<file path="src/rtl/rom_loader.sv">
// Streams a byte-wide hps_io BIN download into a 16-bit ROM write port, with an
// optional zero-fill of the ROM before each download and sticky error/word-count status.
module rom_loader #(
  parameter int unsigned ROM_WORDS      = 32768,
  parameter bit          CLEAR_ON_START = 1'b1
) (
  input  logic        clk_sys,
  input  logic        reset,
  input  logic        ioctl_download,
  input  logic        ioctl_wr,
  input  logic [24:0] ioctl_addr,
  input  logic [7:0]  ioctl_dout,
  output logic        ioctl_wait,
  output logic [14:0] rom_wraddr,
  output logic [15:0] rom_data,
  output logic        rom_wren,
  output logic        cpu_hold,
  output logic [15:0] load_words,
  output logic        load_err
);

  localparam int unsigned AW  = 15;
  localparam int unsigned DW  = 16;
  localparam int unsigned BW  = 8;
  localparam int unsigned FAW = 24;
  localparam int unsigned CW  = 16;

  localparam logic [AW-1:0]  LAST_WORD  = AW'(ROM_WORDS - 1);
  localparam logic [FAW-1:0] WORD_LIMIT = FAW'(ROM_WORDS);
  localparam logic [CW-1:0]  WORDS_MAX  = CW'(32768);

  typedef enum logic [1:0] {
    ST_IDLE,
    ST_CLEAR,
    ST_LOAD,
    ST_FLUSH
  } state_t;

  state_t         state, state_d;
  logic           dl_q, dl_arm;
  logic           dl_rise, dl_fall;
  logic           pending, pending_d;
  logic           pend_ok, pend_ok_d;
  logic [AW-1:0]  pend_addr, pend_addr_d;
  logic [BW-1:0]  hi_byte, hi_byte_d;
  logic           ioctl_wait_d;
  logic           rom_wren_d;
  logic [AW-1:0]  rom_wraddr_d;
  logic [DW-1:0]  rom_data_d;
  logic [CW-1:0]  load_words_d;
  logic           load_err_d;
  logic           wr_even, wr_odd, cur_in_range;

  // dl_arm blocks a phantom rising edge when download is still high as reset releases
  assign dl_rise      = ioctl_download & ~dl_q & dl_arm;
  assign dl_fall      = ~ioctl_download & dl_q;
  assign wr_even      = ioctl_wr & ~ioctl_addr[0];
  assign wr_odd       = ioctl_wr & ioctl_addr[0];
  assign cur_in_range = (ioctl_addr[24:1] < WORD_LIMIT);
  assign cpu_hold     = (state != ST_IDLE) | ioctl_download;

  function automatic logic [CW-1:0] sat_inc(input logic [CW-1:0] n);
    return (n >= WORDS_MAX) ? n : n + CW'(1);
  endfunction

  // State and registered outputs
  always_ff @(posedge clk_sys) begin
    if (reset) begin
      state      <= ST_IDLE;
      dl_q       <= 1'b0;
      dl_arm     <= ~ioctl_download;
      pending    <= 1'b0;
      pend_ok    <= 1'b0;
      pend_addr  <= '0;
      hi_byte    <= '0;
      ioctl_wait <= 1'b0;
      rom_wren   <= 1'b0;
      rom_wraddr <= '0;
      rom_data   <= '0;
      load_words <= '0;
      load_err   <= 1'b0;
    end else begin
      state      <= state_d;
      dl_q       <= ioctl_download;
      dl_arm     <= dl_arm | ~ioctl_download;
      pending    <= pending_d;
      pend_ok    <= pend_ok_d;
      pend_addr  <= pend_addr_d;
      hi_byte    <= hi_byte_d;
      ioctl_wait <= ioctl_wait_d;
      rom_wren   <= rom_wren_d;
      rom_wraddr <= rom_wraddr_d;
      rom_data   <= rom_data_d;
      load_words <= load_words_d;
      load_err   <= load_err_d;
    end
  end

  // Next state and next registered outputs
  always_comb begin
    state_d      = state;
    pending_d    = pending;
    pend_ok_d    = pend_ok;
    pend_addr_d  = pend_addr;
    hi_byte_d    = hi_byte;
    rom_wren_d   = 1'b0;
    rom_wraddr_d = rom_wraddr;
    rom_data_d   = rom_data;
    load_words_d = load_words;
    load_err_d   = load_err;

    unique case (state)
      ST_IDLE: begin
        if (dl_rise) begin
          load_words_d = '0;
          load_err_d   = 1'b0;
          pending_d    = 1'b0;
          if (CLEAR_ON_START) begin
            // First zero write leaves together with the state change
            state_d      = ST_CLEAR;
            rom_wren_d   = 1'b1;
            rom_wraddr_d = '0;
            rom_data_d   = '0;
          end else begin
            state_d = ST_LOAD;
          end
        end
      end

      ST_CLEAR: begin
        if (dl_fall) begin
          state_d    = ST_IDLE;
          load_err_d = 1'b1;
        end else if (rom_wraddr == LAST_WORD) begin
          state_d = ST_LOAD;
        end else begin
          rom_wren_d   = 1'b1;
          rom_wraddr_d = rom_wraddr + AW'(1);
          rom_data_d   = '0;
        end
      end

      ST_LOAD: begin
        if (wr_even) begin
          hi_byte_d   = ioctl_dout;
          pend_addr_d = ioctl_addr[15:1];
          pend_ok_d   = cur_in_range;
          pending_d   = 1'b1;
        end else if (wr_odd) begin
          pending_d = 1'b0;
          if (cur_in_range) begin
            rom_wren_d   = 1'b1;
            rom_wraddr_d = ioctl_addr[15:1];
            rom_data_d   = {hi_byte, ioctl_dout};
            load_words_d = sat_inc(load_words);
          end else begin
            load_err_d = 1'b1;
          end
        end
        // A byte arriving with the falling edge is folded in before the flush decision
        if (dl_fall) begin
          if (pending_d) begin
            state_d    = ST_FLUSH;
            pending_d  = 1'b0;
            load_err_d = 1'b1;
            if (pend_ok_d) begin
              rom_wren_d   = 1'b1;
              rom_wraddr_d = pend_addr_d;
              rom_data_d   = {hi_byte_d, BW'(0)};
              load_words_d = sat_inc(load_words);
            end
          end else begin
            state_d = ST_IDLE;
          end
        end
      end

      ST_FLUSH: begin
        state_d = ST_IDLE;
      end

      default: begin
        state_d = ST_IDLE;
      end
    endcase

    ioctl_wait_d = (state_d == ST_CLEAR);
  end

endmodule

</file>
<file path="config.mk">
export PLATFORM = sky130hd
export DESIGN_NAME = rom_loader
export DESIGN_NICKNAME = d
export VERILOG_FILES = /design/src/rtl/rom_loader.sv
export SDC_FILE = /design/constraint.sdc
export NUM_CORES = 1
export LEC_CHECK = 0
export ABC_AREA = 1
export CAP_MARGIN = 15
export CORE_MARGIN = 2
export CORE_UTILIZATION = 48
export DETAILED_ROUTE_END_ITERATION = 16
export PLACE_DENSITY = 0.77
export SYNTH_ARGS = -nofsm -noshare
export SYNTH_HDL_FRONTEND = slang
export SYNTH_SLANG_ARGS = --single-unit
</file>
<file path="constraint.sdc">
create_clock -name clk_sys -period 1.7 [get_ports clk_sys]
set_input_delay 0.17 -clock clk_sys [delete_from_list [all_inputs] [get_ports clk_sys]]
set_output_delay 0.17 -clock clk_sys [all_outputs]
set_load 0.02 [all_outputs]
</file>
* After elaboration in Yosys (flattened, before gate mapping) *
Index checks and enable logic that the tools add are counted.
Widths: inputs -> output; s select.

storage, ports and cells
  bits in registers = 79
  input bits = 37
  output and inout bits = 51
  word-level logic and storage cells = 105

operators by class
  add/sub/neg operators = 2
  order comparisons = 2
  equality and inequality tests = 9
  muxes and demuxes = 62
  bitwise gates (word level) = 10
  reductions and logical operators = 7

operators with widths
  kind                   count
  $mux 16                16
  $mux 15                10
  $pmux 16 s3            1
  $pmux 15 s3            1
  $pmux 16 s2            1
  $lt 24x16->1 const B   1
  $mux 1                 23
  $add 16x1->16 const B  1
  $ge 16x16->1 const B   1
  $add 15x1->15 const B  1
  $eq 15x15->1 const B   1
  $mux 2                 5
  $mux 8                 1
  $ne 2x2->1 const B     4
  $pmux 2 s4             1
  $pmux 1 s3             2
  $and 1x1->1            5
  $eq 2x1->1 const B     2
  $eq 2x2->1 const B     2
  $reduce_and 4->1       1
  $reduce_bool 2->1      2
  $not 1->1              3
  $reduce_and 3->1       1
  $reduce_bool 3->1      1
  4 further kinds        5

* Longest topological paths before layout *
  depth in word-level cells = 9
  depth in mapped cells = 13
  gate-level depth less buffers = 13

* Least setup slack after synthesis *
No wires, ideal clock.

  kind = reg2reg
  from = register rom_wraddr[0]
  to = register rom_data[7]
  setup time = 0.130 ns
  arrival time = 1.782 ns
  required time = 1.570 ns
  slack = -0.212 ns
  cell stages (with the launch flop) = 14
  buffers on the path = 1
  period minus slack after synthesis = 1.912 ns
  path through = dfxtp_1 -> ha_1 -> nand2_2 -> nor2_4 -> nand2_2 -> nor2_4 -> nand3_2 -> nand2_2 -> nor2_4 -> inv_4 -> buf_6 -> nor2_4 -> o21ai_0 -> nor3_2

on the way
  word-level cells in the longest chain between the ends = 3

ends and longest elaborated chain
  item                               line  source
  start: declaration                 14    output logic [14:0] rom_wraddr,
  start signal: assignment           92    rom_wraddr <= rom_wraddr_d;
  $eq 15x15->1                       134   end else if (rom_wraddr == LAST_WORD) begin
  $ne 2x2->1 (no source line)        n/a
  $reduce_and 4->1 (no source line)  n/a
  end signal: assignment             93    rom_data <= rom_data_d;
  end: declaration                   15    output logic [15:0] rom_data,

No other way between the ends.
A chain may end at the register's enable or synchronous reset.

* Worst setup path in the final report *
  from = register load_words[0]
  to = register load_words[10]

on the way
  word-level cells in the longest chain between the ends = 9
  elaborated cells on any way between the ends = 10
  those cells by class = add/sub: 1; order compare: 1; mux: 8

ends and longest elaborated chain
  item                                                  line  source
  start: declaration                                    18    output logic [15:0] load_words,
  start signal: assignment                              94    load_words <= load_words_d;
  $add 16x1->16 / $ge 16x16->1 (equally long branches)  63    return (n >= WORDS_MAX) ? n : n + CW'(1);
  $mux 16 *                                             63
  $mux 16                                               151   if (cur_in_range) begin
  $mux 16                                               149   end else if (wr_odd) begin
  $mux 16                                               144   if (wr_even) begin
  $mux 16                                               166   if (pend_ok_d) begin
  $mux 16                                               162   if (pending_d) begin
  $mux 16 *                                             161   if (dl_fall) begin
  $pmux 16 s2 *                                         112   unique case (state)

Every way passes the cells marked *; elsewhere a longest branch is shown, timed or not.

==> impl_metrics.csv <==
group,metric,value,unit
worst_setup_path,crit_arrival,2.08,ns
logic_synthesis,yosysTopAreaCellShare,33.9,%
timing,min_period_over_period,104,%
die,dieArea,10500,um^2
logic_synthesis,synthCells,735,
power,switchingPower,1.12,mW
die,rows,36,
timing,slew_headroom,61.3,%
timing,worstMarginPinSlew,0.580,ns
logic_synthesis,synth_seq_area_share,33.9,%
grt,overflow,0,
worst_hold_path,min_path_type,"in2reg",
clocking,h-tree-depth,3,
worst_setup_path,reg2reg_from,"load_words[0]$_SDFFE_PP0P_",
layout,nFillCells,741,
placed_design,placed_cells,1006,
grt,grt_max_degree,63,
worst_setup_path,critPathKind,"reg2reg",
timing,slew_violations,0,
grt,grtUsageTotal,29.5,%
worst_setup_path,worst-path-max-fanout,3,
grt,antenna_found_initial,0,
route,drt_first_iter_violations,434,
route,first_pass_iters,7,
die,initial_core_util,48.7,%
timing,finalWorstSetupSlack,-0.0753,ns
layout,finalInstanceArea,7020,um^2
status,status,"complete, but fails checks",
die,die_h,103,um
power,comb_power_share,17.0,%
worst_setup_path,start_kind,"flip-flop",
layout,final_core_util,73.1,%
logic_synthesis,syn_avg_cell_area,6.36,um^2
flow_run,cap_violations,0,
worst_hold_path,min_path_cells,3,
clocking,cts_hold_buffers,0,
placed_design,dp_hpwl,10700,um
worst_setup_path,critPathCaptureType,"flip-flop",
die,die-width,103,um
logic_synthesis,synth_cell_types,36,
worst_setup_path,path_cells,"ha_4 -> nand2_4 -> nor3_4 -> buf_6 -> nand3_4 -> nor3_4 -> buf_4 -> nand2_2 -> o21ai_1 -> nand2_1 -> nor2_1",
status,violations,"negative setup slack",
clocking,clk_pin_slew,0.09,ns
route,vias,5814,
logic_synthesis,synth_seq_cells,79,
clocking,clk_path_buf_depth,2,
timing,rsz0062_at_grt,"yes",
placed_design,routabilityCongestion,0.970,
worst_setup_path,crit_slowest_cell,"dfxtp_2",
route,ant_nets,0,
worst_setup_path,cpMostUsedCell,"nor3_4",
route,remaining_drc_errors,0,
power,power_density,590,nW/um^2
worst_setup_path,critPathRequiredTime,2.00,ns
worst_setup_path,cpPeakStageDelay,0.36,ns
timing,finClkSkew,0.0134,ns
worst_hold_path,whs_endpoint,"hi_byte[6]$_SDFFE_PP0P_",
clocking,cts.sinks,79,
timing,fin_setup_tns,-0.418,ns
placed_design,preCtsSetupSlack,-0.434,ns
layout,layout.cells.non_filler,1040,
clocking,root_buffer,"clkbuf_8",
clocking,cts_inserted_buffers,9,
clocking,insertion_delay,0.36,ns
placed_design,place_area,6260,um^2
layout,antennaDiodeCount,0,
logic_synthesis,synthesis.nets,780,
logic_synthesis,yosysTopAreaCell,"dfxtp_1",
grt,grt_pass1_wl,24600,um
layout,drive_gt1_share,23.3,%
power,p_int,3.02,mW
worst_setup_path,reg2reg_slack,-0.08,ns
layout,syn2layout_area_growth,50.2,%
die,io_pins,88,
timing,hold_viol_final,0,
layout,nets,948,
worst_hold_path,hold_path_startpoint,"reset",
timing,period_needed,1.78,ns
route,wl_per_cell,16.3,um
logic_synthesis,synth_area_leaders,"dfxtp_1 (34%), nand2_1 (16%), a21oi_1 (7.8%), inv_1 (5.9%), o21ai_0 (5.1%)",
die,core_area,9590,um^2
logic_synthesis,syn_area,4670,um^2
worst_setup_path,reg2regPathDepth,11,
power,leakage,3.01,nW
timing,fmax,563,MHz
worst_setup_path,r2r_end,"load_words[10]$_SDFFE_PP0P_",
power,ir_drop,0.000401,V
route,via_per_inst,5.59,
power,swShare,27.1,%
logic_synthesis,ys_warn_count,0,
timing,setup_viol,21,
power,p_seq_share,45.2,%
power,p_clk_share,37.7,%
clocking,cts_tree,"built",
route,wirelength,16900,um
grt,grt_pass1_vias,5305,
placed_design,portBuffers,87,
## stage by stage
stage | total power, mW | hold slack [ns]
detailed placement | 2.50 | 0.452
global placement | 2.49 | 0.438
global route | 4.27 | 0.322
CTS | 4.05 | 0.309
floorplan | 2.23 | 0.239
finish | 4.14 | 0.314
## registers in the layout, indices dropped and copies added (netlist names)
register,cells
load_words,16
rom_data,16
pend_addr,15
rom_wraddr,15
hi_byte,8
state,2
dl_arm,1
dl_q,1
ioctl_wait,1
load_err,1
pend_ok,1
pending,1
rom_wren,1
## cell families after synthesis
group | after synthesis | synth area share, %
multiplexers | 1 | 0.214
AND/OR/NAND/NOR | 358 | 33.1
XOR/XNOR | 1 | 0.188
buffers and inverters | 116 | 10.3
adder cells (fa/ha/maj) | 8 | 2.14
AO/OA/AOI/OAI | 172 | 20.2
flip-flops | 79 | 33.9
## power groups by stage
stage / registers [mW] / logic [mW] / clock network [mW]
6_report: 1.87 / 0.706 / 1.56
5_1_grt: 1.88 / 0.747 / 1.65
4_1_cts: 1.87 / 0.618 / 1.56
3_5_place_dp: 1.92 / 0.579 / 0
3_3_place_gp: 1.92 / 0.569 / 0
2_1_floorplan: 1.93 / 0.300 / 0
## worst max-delay path by stage
stage	startpoint	end	slack, ns	cells after the start
after floorplan	rom_wraddr[3]$_SDFFE_PP0P_	rom_wraddr[2]$_SDFFE_PP0P_	0.01	12
after global placement	ioctl_addr[18]	rom_wraddr[12]$_SDFFE_PP0P_	-0.37	12
after detailed placement	ioctl_addr[20]	rom_wraddr[12]$_SDFFE_PP0P_	-0.43	12
after CTS	rom_wraddr[1]$_SDFFE_PP0P_	rom_wraddr[3]$_SDFFE_PP0P_	-0.05	12
after global routing	rom_wraddr[1]$_SDFFE_PP0P_	rom_wraddr[14]$_SDFFE_PP0P_	-0.17	14
final	load_words[0]$_SDFFE_PP0P_	load_words[10]$_SDFFE_PP0P_	-0.08	11
## cell type report
class                           count  area (um^2)  area share (%)
Sequential cell                    79         1600            22.8
Inverter                           80          319            4.55
Clock buffer                       11          141            2.01
Clock inverter                      4         70.1           0.998
Multi-Input combinational cell    540         2930            41.8
Timing Repair Buffer              193         1790            25.5
Tap cell                          133          166            2.37
## cells in the mapped netlist, drive strengths merged
cell	number
a21oi	73
o211a	1
o211ai	16
ha	8
nor2	66
nor3	28
a21o	1
o21bai	8
o21a	3
buf	19
nand3b	2
mux2i	1
inv	79
a21boi	1
o21ai	67
dfxtp	79
xor2	1
a211oi	1
or2	3
clkinv	1
nand2	210
nand4	9
o22ai	1
nand3	40
clkbuf	17
## cells in the final DEF (no fill, tap or decap), types with 10 or more instances in the layout
master	Yosys	routed
nand2_1	205	195
buf_4	1	90
clkdlybuf4s50_1	0	80
dfxtp_1	79	71
a21oi_1	73	69
inv_1	74	69
nor2_1	59	45
o21ai_0	48	41
nand3_1	38	31
o21ai_1	19	24
nor3_1	26	17
o211ai_1	16	16
nor2_4	6	12
nand2_2	5	10
clkbuf_8	0	10
## critical path: cells and delay by family, from the launching register on
kind / cells / cell delay, ns
AND/OR/NAND/NOR: 7 / 0.77
flip-flops: 1 / 0.36
buffers and inverters: 2 / 0.30
adder cells (fa/ha/maj): 1 / 0.16
AO/OA/AOI/OAI: 1 / 0.13
## repair_timing
| item | in CTS | in global routing |
|---|---|---|
| pin swaps | 15 | 29 |
| cloned | 0 | 1 |
| resized for setup | 29 | 79 |
| buffers inserted | 7 | 14 |
| endpoints found under the setup margin | 34 | 56 |
## layer usage
| layer | up-vias | part of all wire, % | global-route usage, % |
|---|---|---|---|
| met1 | 2674 | 38 | 35.7 |
| met4 | 0 | 4.1 | 8.51 |
| met2 | 324 | 49 | 52.1 |
| met3 | 81 | 8.1 | 6.85 |
| met5 | - | 0 | 0 |
| li1 | 2735 | - | - |
Note: power is estimated with default switching activity, not from simulation.
